==> src/rtl/vedic_mult8_pipe.sv <==
// Pipelined 8x8 Vedic multiplier: 4x4 partial products, FA mid-sum, BK final add.
// Define VEDIC_MID_REG_EN to register the mid-sum in an extra stage (latency 3).

module vedic_fa (
    input  logic x,
    input  logic y,
    input  logic ci,
    output logic s,
    output logic co
);
    assign s  = x ^ y ^ ci;
    assign co = (x & y) | (ci & (x ^ y));
endmodule

module vedic_bk16 (
    input  logic [15:0] x,
    input  logic [15:0] y,
    output logic [15:0] s
);
    logic [15:0] g;
    logic [15:0] t;
    logic [15:0] h;

    always_comb begin
        g = x & y;
        t = x ^ y;
        h = t;
        for (int d = 1; d < 16; d = d * 2) begin
            for (int i = 2 * d - 1; i < 16; i = i + 2 * d) begin
                g[i] = g[i] | (t[i] & g[i - d]);
                t[i] = t[i] & t[i - d];
            end
        end
        // down-sweep fills in the carries the up-sweep tree skipped
        for (int d = 4; d > 0; d = d / 2) begin
            for (int i = 3 * d - 1; i < 16; i = i + 2 * d) begin
                g[i] = g[i] | (t[i] & g[i - d]);
                t[i] = t[i] & t[i - d];
            end
        end
        s = h ^ {g[14:0], 1'b0};
    end
endmodule

module vedic_mult8_pipe (
    input  logic        clk,
    input  logic        rst_n,
    input  logic        in_valid,
    output logic        in_ready,
    input  logic [7:0]  a,
    input  logic [7:0]  b,
    output logic        out_valid,
    input  logic        out_ready,
    output logic [15:0] p
);
    logic        s1_valid;
    logic [7:0]  ll_q;
    logic [7:0]  lh_q;
    logic [7:0]  hl_q;
    logic [7:0]  hh_q;
    logic        s1_load;
    logic        s2_load;
    logic        s2_src_valid;
    logic [8:0]  carry;
    logic [8:0]  mid;
    logic [15:0] add_x;
    logic [15:0] add_y;
    logic [15:0] p_next;

    assign carry[0] = 1'b0;

    for (genvar i = 0; i < 8; i++) begin : g_mid
        vedic_fa u_fa (
            .x  (lh_q[i]),
            .y  (hl_q[i]),
            .ci (carry[i]),
            .s  (mid[i]),
            .co (carry[i+1])
        );
    end

    assign mid[8]  = carry[8];
    assign s2_load = !out_valid | out_ready;

`ifdef VEDIC_MID_REG_EN
    logic       sm_valid;
    logic       sm_load;
    logic [8:0] mid_q;
    logic [7:0] sm_ll_q;
    logic [7:0] sm_hh_q;

    assign sm_load      = !sm_valid | s2_load;
    assign s1_load      = !s1_valid | sm_load;
    assign s2_src_valid = sm_valid;
    assign add_x        = {sm_hh_q, sm_ll_q};
    assign add_y        = {3'b000, mid_q, 4'b0000};

    always_ff @(posedge clk or negedge rst_n) begin
        if (!rst_n) begin
            sm_valid <= 1'b0;
            mid_q    <= '0;
            sm_ll_q  <= '0;
            sm_hh_q  <= '0;
        end else if (sm_load) begin
            sm_valid <= s1_valid;
            if (s1_valid) begin
                mid_q   <= mid;
                sm_ll_q <= ll_q;
                sm_hh_q <= hh_q;
            end
        end
    end
`else
    assign s1_load      = !s1_valid | s2_load;
    assign s2_src_valid = s1_valid;
    assign add_x        = {hh_q, ll_q};
    assign add_y        = {3'b000, mid, 4'b0000};
`endif

    assign in_ready = s1_load;

    vedic_bk16 u_bk (
        .x (add_x),
        .y (add_y),
        .s (p_next)
    );

    always_ff @(posedge clk or negedge rst_n) begin
        if (!rst_n) begin
            s1_valid <= 1'b0;
            ll_q     <= '0;
            lh_q     <= '0;
            hl_q     <= '0;
            hh_q     <= '0;
        end else if (s1_load) begin
            s1_valid <= in_valid;
            if (in_valid) begin
                ll_q <= {4'h0, a[3:0]} * {4'h0, b[3:0]};
                lh_q <= {4'h0, a[3:0]} * {4'h0, b[7:4]};
                hl_q <= {4'h0, a[7:4]} * {4'h0, b[3:0]};
                hh_q <= {4'h0, a[7:4]} * {4'h0, b[7:4]};
            end
        end
    end

    always_ff @(posedge clk or negedge rst_n) begin
        if (!rst_n) begin
            out_valid <= 1'b0;
            p         <= '0;
        end else if (s2_load) begin
            out_valid <= s2_src_valid;
            if (s2_src_valid) begin
                p <= p_next;
            end
        end
    end
endmodule

==> config.mk <==
export PLATFORM = sky130hd
export DESIGN_NAME = vedic_mult8_pipe
export DESIGN_NICKNAME = d
export VERILOG_FILES = /design/src/rtl/vedic_mult8_pipe.sv
export SDC_FILE = /design/constraint.sdc
export NUM_CORES = 1
export LEC_CHECK = 0
export CORE_MARGIN = 2
export CORE_UTILIZATION = 50
export CTS_CLUSTER_SIZE = 30
export DETAILED_ROUTE_END_ITERATION = 8
export PLACE_DENSITY = 0.71
export SLEW_MARGIN = 0
export SYNTH_ARGS = -nofsm -noshare
export SYNTH_HDL_FRONTEND = slang
export SYNTH_SLANG_ARGS = --single-unit
==> constraint.sdc <==
create_clock -name clk -period 10.51 [get_ports clk]
set_clock_uncertainty 0.2 [all_clocks]
set_input_delay 2.102 -clock clk [delete_from_list [all_inputs] [get_ports clk]]
set_output_delay 2.102 -clock clk [all_outputs]
set_load 0.02 [all_outputs]
==> out/metrics.sh, run 1 <==
LAYOUT.CELLS.MOST_COMMON_LIST='sky130_fd_sc_hd__nand2_1 (60), sky130_fd_sc_hd__ha_1 (58), sky130_fd_sc_hd__inv_1 (52), sky130_fd_sc_hd__dfrtp_1 (50), sky130_fd_sc_hd__clkdlybuf4s50_1 (36)'
LAYOUT_COMMONEST_CELL='sky130_fd_sc_hd__nand2_1'
CRITICAL_PATH.STARTPOINT_TYPE='input pin'
POST-CTS-SETUP-BUFFERS=0
ANTENNADIODECOUNT=0
AREAGROWTHSYNTHTOFINISH_PCT=13.2
POWER_LEAKAGE_nW=2.40
FINALNETCOUNT=564
VIASPERCELL=5.19
GRT.OVERFLOW.TOTAL=0
POST_SYNTH_XOR_AREA_FRACTION=0.0355
DIE_W_MICRONS=95.6
WORST_PATH_CLK_SLEW_PS=80
ANT_NETS=0
MAX_SLEW_VIOLATION_COUNT=0
GRT_START_MAX_NET_PINS=52
CRITPATHREQUIREDTIME_PS=8210
PLACE.PORT_BUFFERS=37
CTS_ROOT_BUFFER_TYPE='sky130_fd_sc_hd__clkbuf_8'
HPWLAFTERDP_MM=6.26
HOLDCRITPATHCLASS='flip-flop to flip-flop'
DRC_ERRORS=0
PEAKVDDDROP_mV=0.0756
SYNTH-ADDER-AREA-SHARE=0.307
CRITICAL_PATH.MAX_STAGE_DELAY_PS=640
FINAL.SETUP.TNS_PS=0
LARGEST_FANOUT_ON_THE_CRITICAL_PATH=13
HTREE_LEVELS=2
STATUS='complete, no violations'
FIN_CRIT_SH=0.562
WORSTSKEWPAIRLATENCY_PS=290
CTS_RESIZED=0
FLOORPLAN.INITIALDENSITY=0.513
FILLERS=706
SYNTH_CELL_TYPES=32
GLOBAL_ROUTE_WIRE_LENGTH_BEFORE_REPAIR_MM=13.4
FINALWORSTPATHREQUIREDPERIOD_PS=5910
SYN_AVG_CELL_AREA_SQ_UM=9.96
CRITICAL_PATH.MOST_COMMON_CELL='sky130_fd_sc_hd__clkdlybuf4s50_1'
CTS_TREE='done'
CTS-BUFFERS-INSERTED=5
PLACEMENT.CELL_AREA_SQ_MM=0.00467
ROUTEDWLPERCELL_MICRONS=13.7
REPORT.POWER.TOTAL_mW=0.819
FINAL_HOLD_VIOL_COUNT=0
WORST_PATH_DOMINANT_CELL_FAMILY='buffers and inverters'
DR.PASS1.ITERS=4
WORST_MARGIN_PIN_SLEW_PS=733
GR-USAGE-ALL-LAYERS=0.187
FRACTION_OF_LAYOUT_INSTANCES_USING_A_DRIVE_STRENGTH_ABOVE_1=0.0766
FIN_WS_PS=4600
NETLIST_INSTANCES=421
SEQ_AREA_FRAC_SYNTH=0.298
RSZ_0062_RAISED_AFTER_GLOBAL_ROUTING='no'
VIOLATION_COUNT_AFTER_THE_FIRST_DETAILED_ROUTE_ITERATION=171
SYNTH_COMPOUND_AREA_FRAC=0.0958
MAXIMUM_BUFFER_DEPTH_OF_THE_CLOCK_TREE=2
LAYOUT.CELL_AREA.NON_FILLER_SQ_MM=0.00475
ANTENNA_VIOLATIONS_BEFORE_REPAIR=0
ROUTED-VIA-COUNT=2919
ROUTABILITYCONGESTION=0.818
YOSYS_WARNINGS=0
DESIGN.DIE.AREA_SQ_MM=0.00914
DIE_HEIGHT_MICRONS=95.6
WORSTSETUPENDPOINTTYPE='output port'
COREAREA_SQ_MM=0.00818
POSTSYNTHNETCOUNT=527
PIN_COUNT=38
MAXSLEWHEADROOM=0.510
POWER_DENSITY_mW_PER_MM2=173
WORST_HOLD_SLACK_PS=277
MAX-CAP-VIOLATIONS=0
HOLD_BUFFERS=0
SYNTHMUXAREASHARE=0.0591
CLKSINKCOUNT=50
DOMINANT_COMBINATIONAL_CELL_FAMILY_BY_AREA_AFTER_SYNTHESIS='adder cells'
POST_SYNTH_INSTANCE_AREA_SQ_MM=0.00419
PATH_BUF_INV=3
PRE_CTS_SLACK_PS=4600
STD_CELL_ROWS=33
CRIT_CHAIN='clkdlybuf4s50_1 > and3b_1 > inv_2 > clkdlybuf4s50_1'
VIAS_IN_THE_FIRST_GLOBAL_ROUTE=2855
WORSTSETUPPATHTYPE='input pin to output port'
YOSYS_REGISTER_BITS=50
CRIT_SLOWEST_CELL='sky130_fd_sc_hd__clkdlybuf4s50_1'
YOSYS.AREA_SHARE.SIMPLE=0.148
ROUTE.FINAL.WIRE_LENGTH_MM=7.71
FMAX_MHz=169
SETUP_VIOLATIONS=0
CRIT_PATH_DAT_PS=3610
-- state kept, by name, indices dropped and copies added (netlist names) --
| signal | flops |
|---|---|
| lh_q | 8 |
| p | 16 |
| s1_valid | 1 |
| ll_q | 8 |
| hl_q | 8 |
| hh_q | 8 |
| out_valid | 1 |
-- stage by stage --
stage	utilization	instances
after floorplan	-	421
after global placement	0.571	556
after detailed placement	0.571	556
after CTS	0.581	562
after global routing	0.581	562
final	0.581	562
-- where the power goes --
group	internal (mW)	switching [mW]	total (mW)
logic	0.210	0.222	0.433
registers	0.249	0.0294	0.278
clock network	0.0509	0.0573	0.108
-- worst reg2reg max path, delay by kind of cell (launching register included) --
family / cells / cell delay [ps]
AOI/OAI and AO/OA: 3 / 710
buffers and inverters: 2 / 120
DFF: 1 / 360
adders and majority gates: 9 / 3300
and+or+nand+nor: 1 / 180
-- metal layers --
metal,routed length [microns],global-route usage,vias up
met5,0,0,-
met4,80,0.0512,0
met3,223,0.0174,4
met2,3520,0.303,48
met1,3890,0.270,1386
li1,-,-,1481
-- synth_stat cells --
library cell,n,area [sq um]
sky130_fd_sc_hd__nand2_1,60,225
sky130_fd_sc_hd__and3_2,1,7.51
sky130_fd_sc_hd__nand2b_1,2,12.5
sky130_fd_sc_hd__inv_2,1,3.75
sky130_fd_sc_hd__nor2_1,5,18.8
sky130_fd_sc_hd__a211oi_1,4,30.0
sky130_fd_sc_hd__and2_1,32,200
sky130_fd_sc_hd__fa_1,28,561
sky130_fd_sc_hd__a21oi_1,13,65.1
sky130_fd_sc_hd__clkbuf_1,4,15.0
sky130_fd_sc_hd__o311a_1,2,20.0
sky130_fd_sc_hd__xnor2_1,3,26.3
sky130_fd_sc_hd__a221o_1,2,20.0
sky130_fd_sc_hd__or4b_1,2,20.0
sky130_fd_sc_hd__o211ai_1,2,15.0
sky130_fd_sc_hd__nand4b_1,6,52.6
sky130_fd_sc_hd__xor2_1,14,123
sky130_fd_sc_hd__buf_2,5,25.0
sky130_fd_sc_hd__dfrtp_1,50,1250
sky130_fd_sc_hd__inv_1,52,195
sky130_fd_sc_hd__ha_1,58,726
sky130_fd_sc_hd__nand4_1,6,37.5
sky130_fd_sc_hd__a41o_1,1,10.0
sky130_fd_sc_hd__a31o_2,1,8.76
sky130_fd_sc_hd__and2_4,1,8.76
sky130_fd_sc_hd__o21ai_0,27,135
sky130_fd_sc_hd__or4bb_1,2,22.5
sky130_fd_sc_hd__mux2_2,22,248
sky130_fd_sc_hd__nand3_1,1,5.00
sky130_fd_sc_hd__and3b_1,1,8.76
sky130_fd_sc_hd__o21bai_1,4,30.0
sky130_fd_sc_hd__a21o_1,9,67.6
-- cells by family after synthesis --
logic type | Yosys count
simple gates | 119
buf+inv | 62
compound gates | 65
mux | 22
xor+xnor | 17
flops | 50
fa+ha+maj | 86
-- path summary, 6_finish.rpt --
kind	start	to	slack [ps]	depth (start not counted)
worst max-delay path	out_ready	in_ready	4600	4
worst min-delay path	p[15]	p[15]	280	2
worst max register to register	hl_q[0]	p[12]	5540	15
worst min register to register	p[15]	p[15]	280	2
max in group asynchronous	rst_n	p[10]	7980	2
min in group asynchronous	rst_n	p[3]	1700	2
-- final cells by class --
class	count	area, sq um	area share
clock buffers	6	82.6	0.0174
inverters	53	199	0.0419
multi-input cells	309	2700	0.569
flip-flops and latches	50	1250	0.264
well taps	105	131	0.0277
repair buffers	39	380	0.0801
Power figures use the tool's default switching activity.
==> inputs of run 2 (changes only) <==
==> constraint.sdc (replaced) <==
create_clock -name clk -period 5.8 [get_ports clk]
set_clock_uncertainty 0.2 [all_clocks]
set_input_delay 1.16 -clock clk [delete_from_list [all_inputs] [get_ports clk]]
set_output_delay 1.16 -clock clk [all_outputs]
set_load 0.02 [all_outputs]
==> run 2 against run 1 <==
  * Design area about the same
  * Power increased by 82%
  * First-iteration DRC count decreased by 29%
  * Hold slack improved by 4.5 ps
  * Critical path type is now flip-flop to flip-flop
==> out/metrics.sh, run 2 (synthesis results as in run 1) <==
STATUS='complete, no violations'
CRITICAL_PATH.MAX_STAGE_DELAY_PS=480  # -160 ps
CRITPATHREQUIREDTIME_PS=5810  # -2400 ps
WHS_PATH_DEPTH=2  # unchanged
FLOORPLAN.INITIALDENSITY=0.513  # unchanged
FINAL_HOLD_VIOL_COUNT=0  # unchanged
PATH_BUF_INV=2  # -1
FIN_CRIT_SH=0.852
DIE_HEIGHT_MICRONS=95.6  # unchanged
DR.PASS1.ITERS=4  # unchanged
MAXSLEWHEADROOM=0.281  # -0.229
LARGEST_REGISTER_FFS=16  # unchanged
REG2REG_DEPTH=15  # unchanged
ANTENNADIODECOUNT=0  # unchanged
FINAL.SETUP.TNS_PS=0  # unchanged
POWER_DENSITY_mW_PER_MM2=314  # +82%
WORST_PATH_DOMINANT_CELL_FAMILY='adder cells'
CRITICAL_PATH.STARTPOINT_TYPE='flip-flop'
WORSTSETUPENDPOINTTYPE='flip-flop'
DIE_W_MICRONS=95.6  # unchanged
FINALNETCOUNT=563  # -0.18%
MAX_FLOP_REGISTER='p'
PEAKVDDDROP_mV=0.114  # +51%
STD_CELL_ROWS=33  # unchanged
ANTENNA_VIOLATIONS_BEFORE_REPAIR=0  # unchanged
ROUTABILITYCONGESTION=0.806  # -1.5%
VIOLATION_COUNT_AFTER_THE_FIRST_DETAILED_ROUTE_ITERATION=121  # -29%
CTS_TREE='done'
COREAREA_SQ_MM=0.00818  # unchanged
POWER_LEAKAGE_nW=2.40  # about the same
CTS_ROOT_BUFFER_TYPE='sky130_fd_sc_hd__clkbuf_8'
ROUTEDWLPERCELL_MICRONS=13.6  # -0.81%
P_SW_mW=0.565  # +83%
ROUTED-VIA-COUNT=2950  # +1.1%
CTS-BUFFERS-INSERTED=5  # unchanged
GRT.OVERFLOW.TOTAL=0  # unchanged
PLACE.PORT_BUFFERS=37  # unchanged
GR-USAGE-ALL-LAYERS=0.190  # +0.00234
VIAS_IN_THE_FIRST_GLOBAL_ROUTE=2973  # +4.1%
HOLD_BUFFERS=0  # unchanged
WORST_PATH_CLK_SLEW_PS=80  # about the same
HOLDCRITPATHCLASS='flip-flop to flip-flop'
GLOBAL_ROUTE_WIRE_LENGTH_BEFORE_REPAIR_MM=13.5  # +1.2%
DESIGN.DIE.AREA_SQ_MM=0.00914  # unchanged
MAX-CAP-VIOLATIONS=0  # unchanged
FRACTION_OF_LAYOUT_INSTANCES_USING_A_DRIVE_STRENGTH_ABOVE_1=0.0764  # -0.000167
CRITICAL_PATH.MOST_COMMON_CELL='sky130_fd_sc_hd__fa_1'
SETUP_VIOLATIONS=0  # unchanged
CTS_RESIZED=0  # unchanged
CRIT_PATH_DAT_PS=4950  # +1340 ps
RSZ_0062_RAISED_AFTER_GLOBAL_ROUTING='no'
POWER_FRAC_SEQ=0.340  # about the same
ANT_NETS=0  # unchanged
LAYOUT.CELLS.MOST_COMMON_LIST='sky130_fd_sc_hd__nand2_1 (60), sky130_fd_sc_hd__ha_1 (58), sky130_fd_sc_hd__inv_1 (52), sky130_fd_sc_hd__dfrtp_1 (50), sky130_fd_sc_hd__clkdlybuf4s50_1 (36)'
HTREE_LEVELS=2  # unchanged
PIN_COUNT=38  # unchanged
LARGEST_FANOUT_ON_THE_CRITICAL_PATH=2  # -11
REPORT.POWER.TOTAL_mW=1.49  # +82%
WORSTSETUPPATHTYPE='flip-flop to flip-flop'
MAX_SLEW_VIOLATION_COUNT=0  # unchanged
CRIT_CHAIN='ha_1 > inv_1 > fa_1 > fa_1 > fa_1 > fa_1 > fa_1 > fa_1 > inv_1 > ha_1 > and3_2 > a221o_1 > a21oi_1 > fa_1 > o21ai_0'
MAXIMUM_BUFFER_DEPTH_OF_THE_CLOCK_TREE=2  # unchanged
POWER.SHARE.CLOCK=0.138  # +0.006
WORST_MARGIN_PIN_SLEW_PS=1080  # +346 ps
COMBPWRFRAC=0.523  # -0.005
AREAGROWTHSYNTHTOFINISH_PCT=13.2  # about the same
FINALWORSTPATHREQUIREDPERIOD_PS=4940
POST-CTS-SETUP-BUFFERS=0  # unchanged
ROUTE.FINAL.WIRE_LENGTH_MM=7.66  # -0.64%
FMAX_MHz=202
HPWLAFTERDP_MM=6.20  # -0.89%
DRC_ERRORS=0  # unchanged
GRT_START_MAX_NET_PINS=51  # -1.9%
WORST-PATH-STAGES=15  # +11
VIASPERCELL=5.24  # +0.88%
POWER_REPORT.INTERNAL_TOTAL_mW=0.926  # +81%
NETSWITCHINGFRACTION=0.379  # +0.00179
LAYOUT_COMMONEST_CELL='sky130_fd_sc_hd__nand2_1'
WORSTSKEWPAIRLATENCY_PS=300  # about the same
CLKSINKCOUNT=50  # unchanged
CRIT_SLOWEST_CELL='sky130_fd_sc_hd__fa_1'
==> run 2: power groups by stage <==
stage                     combinational (mW)  clock [mW]  sequential [mW]
after floorplan                        0.494           0            0.565
after detailed placement               0.788           0            0.516
after CTS                              0.793       0.212            0.508
final                                  0.779       0.205            0.506
after global routing                   0.901       0.224            0.521
after global placement                 0.765           0            0.510
==> run 2: cell type report <==
class,instances,area (sq um)
clock buffers,7,86.3
flip-flops and latches,50,1250
clock inverters,1,5.00
inverters,53,199
well taps,105,131
multi-input cells,309,2700
repair buffers,38,373
fillers,736,3430
==> run 2: worst paths after layout <==
kind,startpoint,to,slack (ps)
max in group asynchronous,rst_n,p[7],3880
worst max-delay path,lh_q[0],p[12],860
min in group asynchronous,rst_n,ll_q[3],840
worst min register to register,p[7],p[7],280
worst min-delay path,p[7],p[7],280
worst max register to register,lh_q[0],p[12],860
==> run 2: metrics by stage <==
step	setup slack [ps]	cell area, sq um	hold WS, ps	utilization	cells
floorplan	1060	4190	246	-	421
global placement	935	4660	260	0.570	555
detailed placement	847	4660	270	0.570	555
CTS	835	4750	290	0.581	563
global route	635	4750	312	0.581	563
finish	857	4750	282	0.581	563
==> run 2: per-layer routing <==
metal,vias up,global-route usage,part of all wire
met3,8,0.0150,0.023
met5,-,0,0
met2,37,0.319,0.47
li1,1481,-,-
met1,1424,0.259,0.50
met4,0,0.0643,0.015
==> run 2: worst reg2reg max path, cell delays in order (launching register included) <==
cell                      delay, ps
sky130_fd_sc_hd__dfrtp_1        360
sky130_fd_sc_hd__ha_1           150
sky130_fd_sc_hd__inv_1           50
sky130_fd_sc_hd__fa_1           370
sky130_fd_sc_hd__fa_1           390
sky130_fd_sc_hd__fa_1           390
sky130_fd_sc_hd__fa_1           400
sky130_fd_sc_hd__fa_1           390
sky130_fd_sc_hd__fa_1           480
sky130_fd_sc_hd__inv_1           60
sky130_fd_sc_hd__ha_1           290
sky130_fd_sc_hd__and3_2         180
sky130_fd_sc_hd__a221o_1        340
sky130_fd_sc_hd__a21oi_1        190
sky130_fd_sc_hd__fa_1           420
sky130_fd_sc_hd__o21ai_0        170
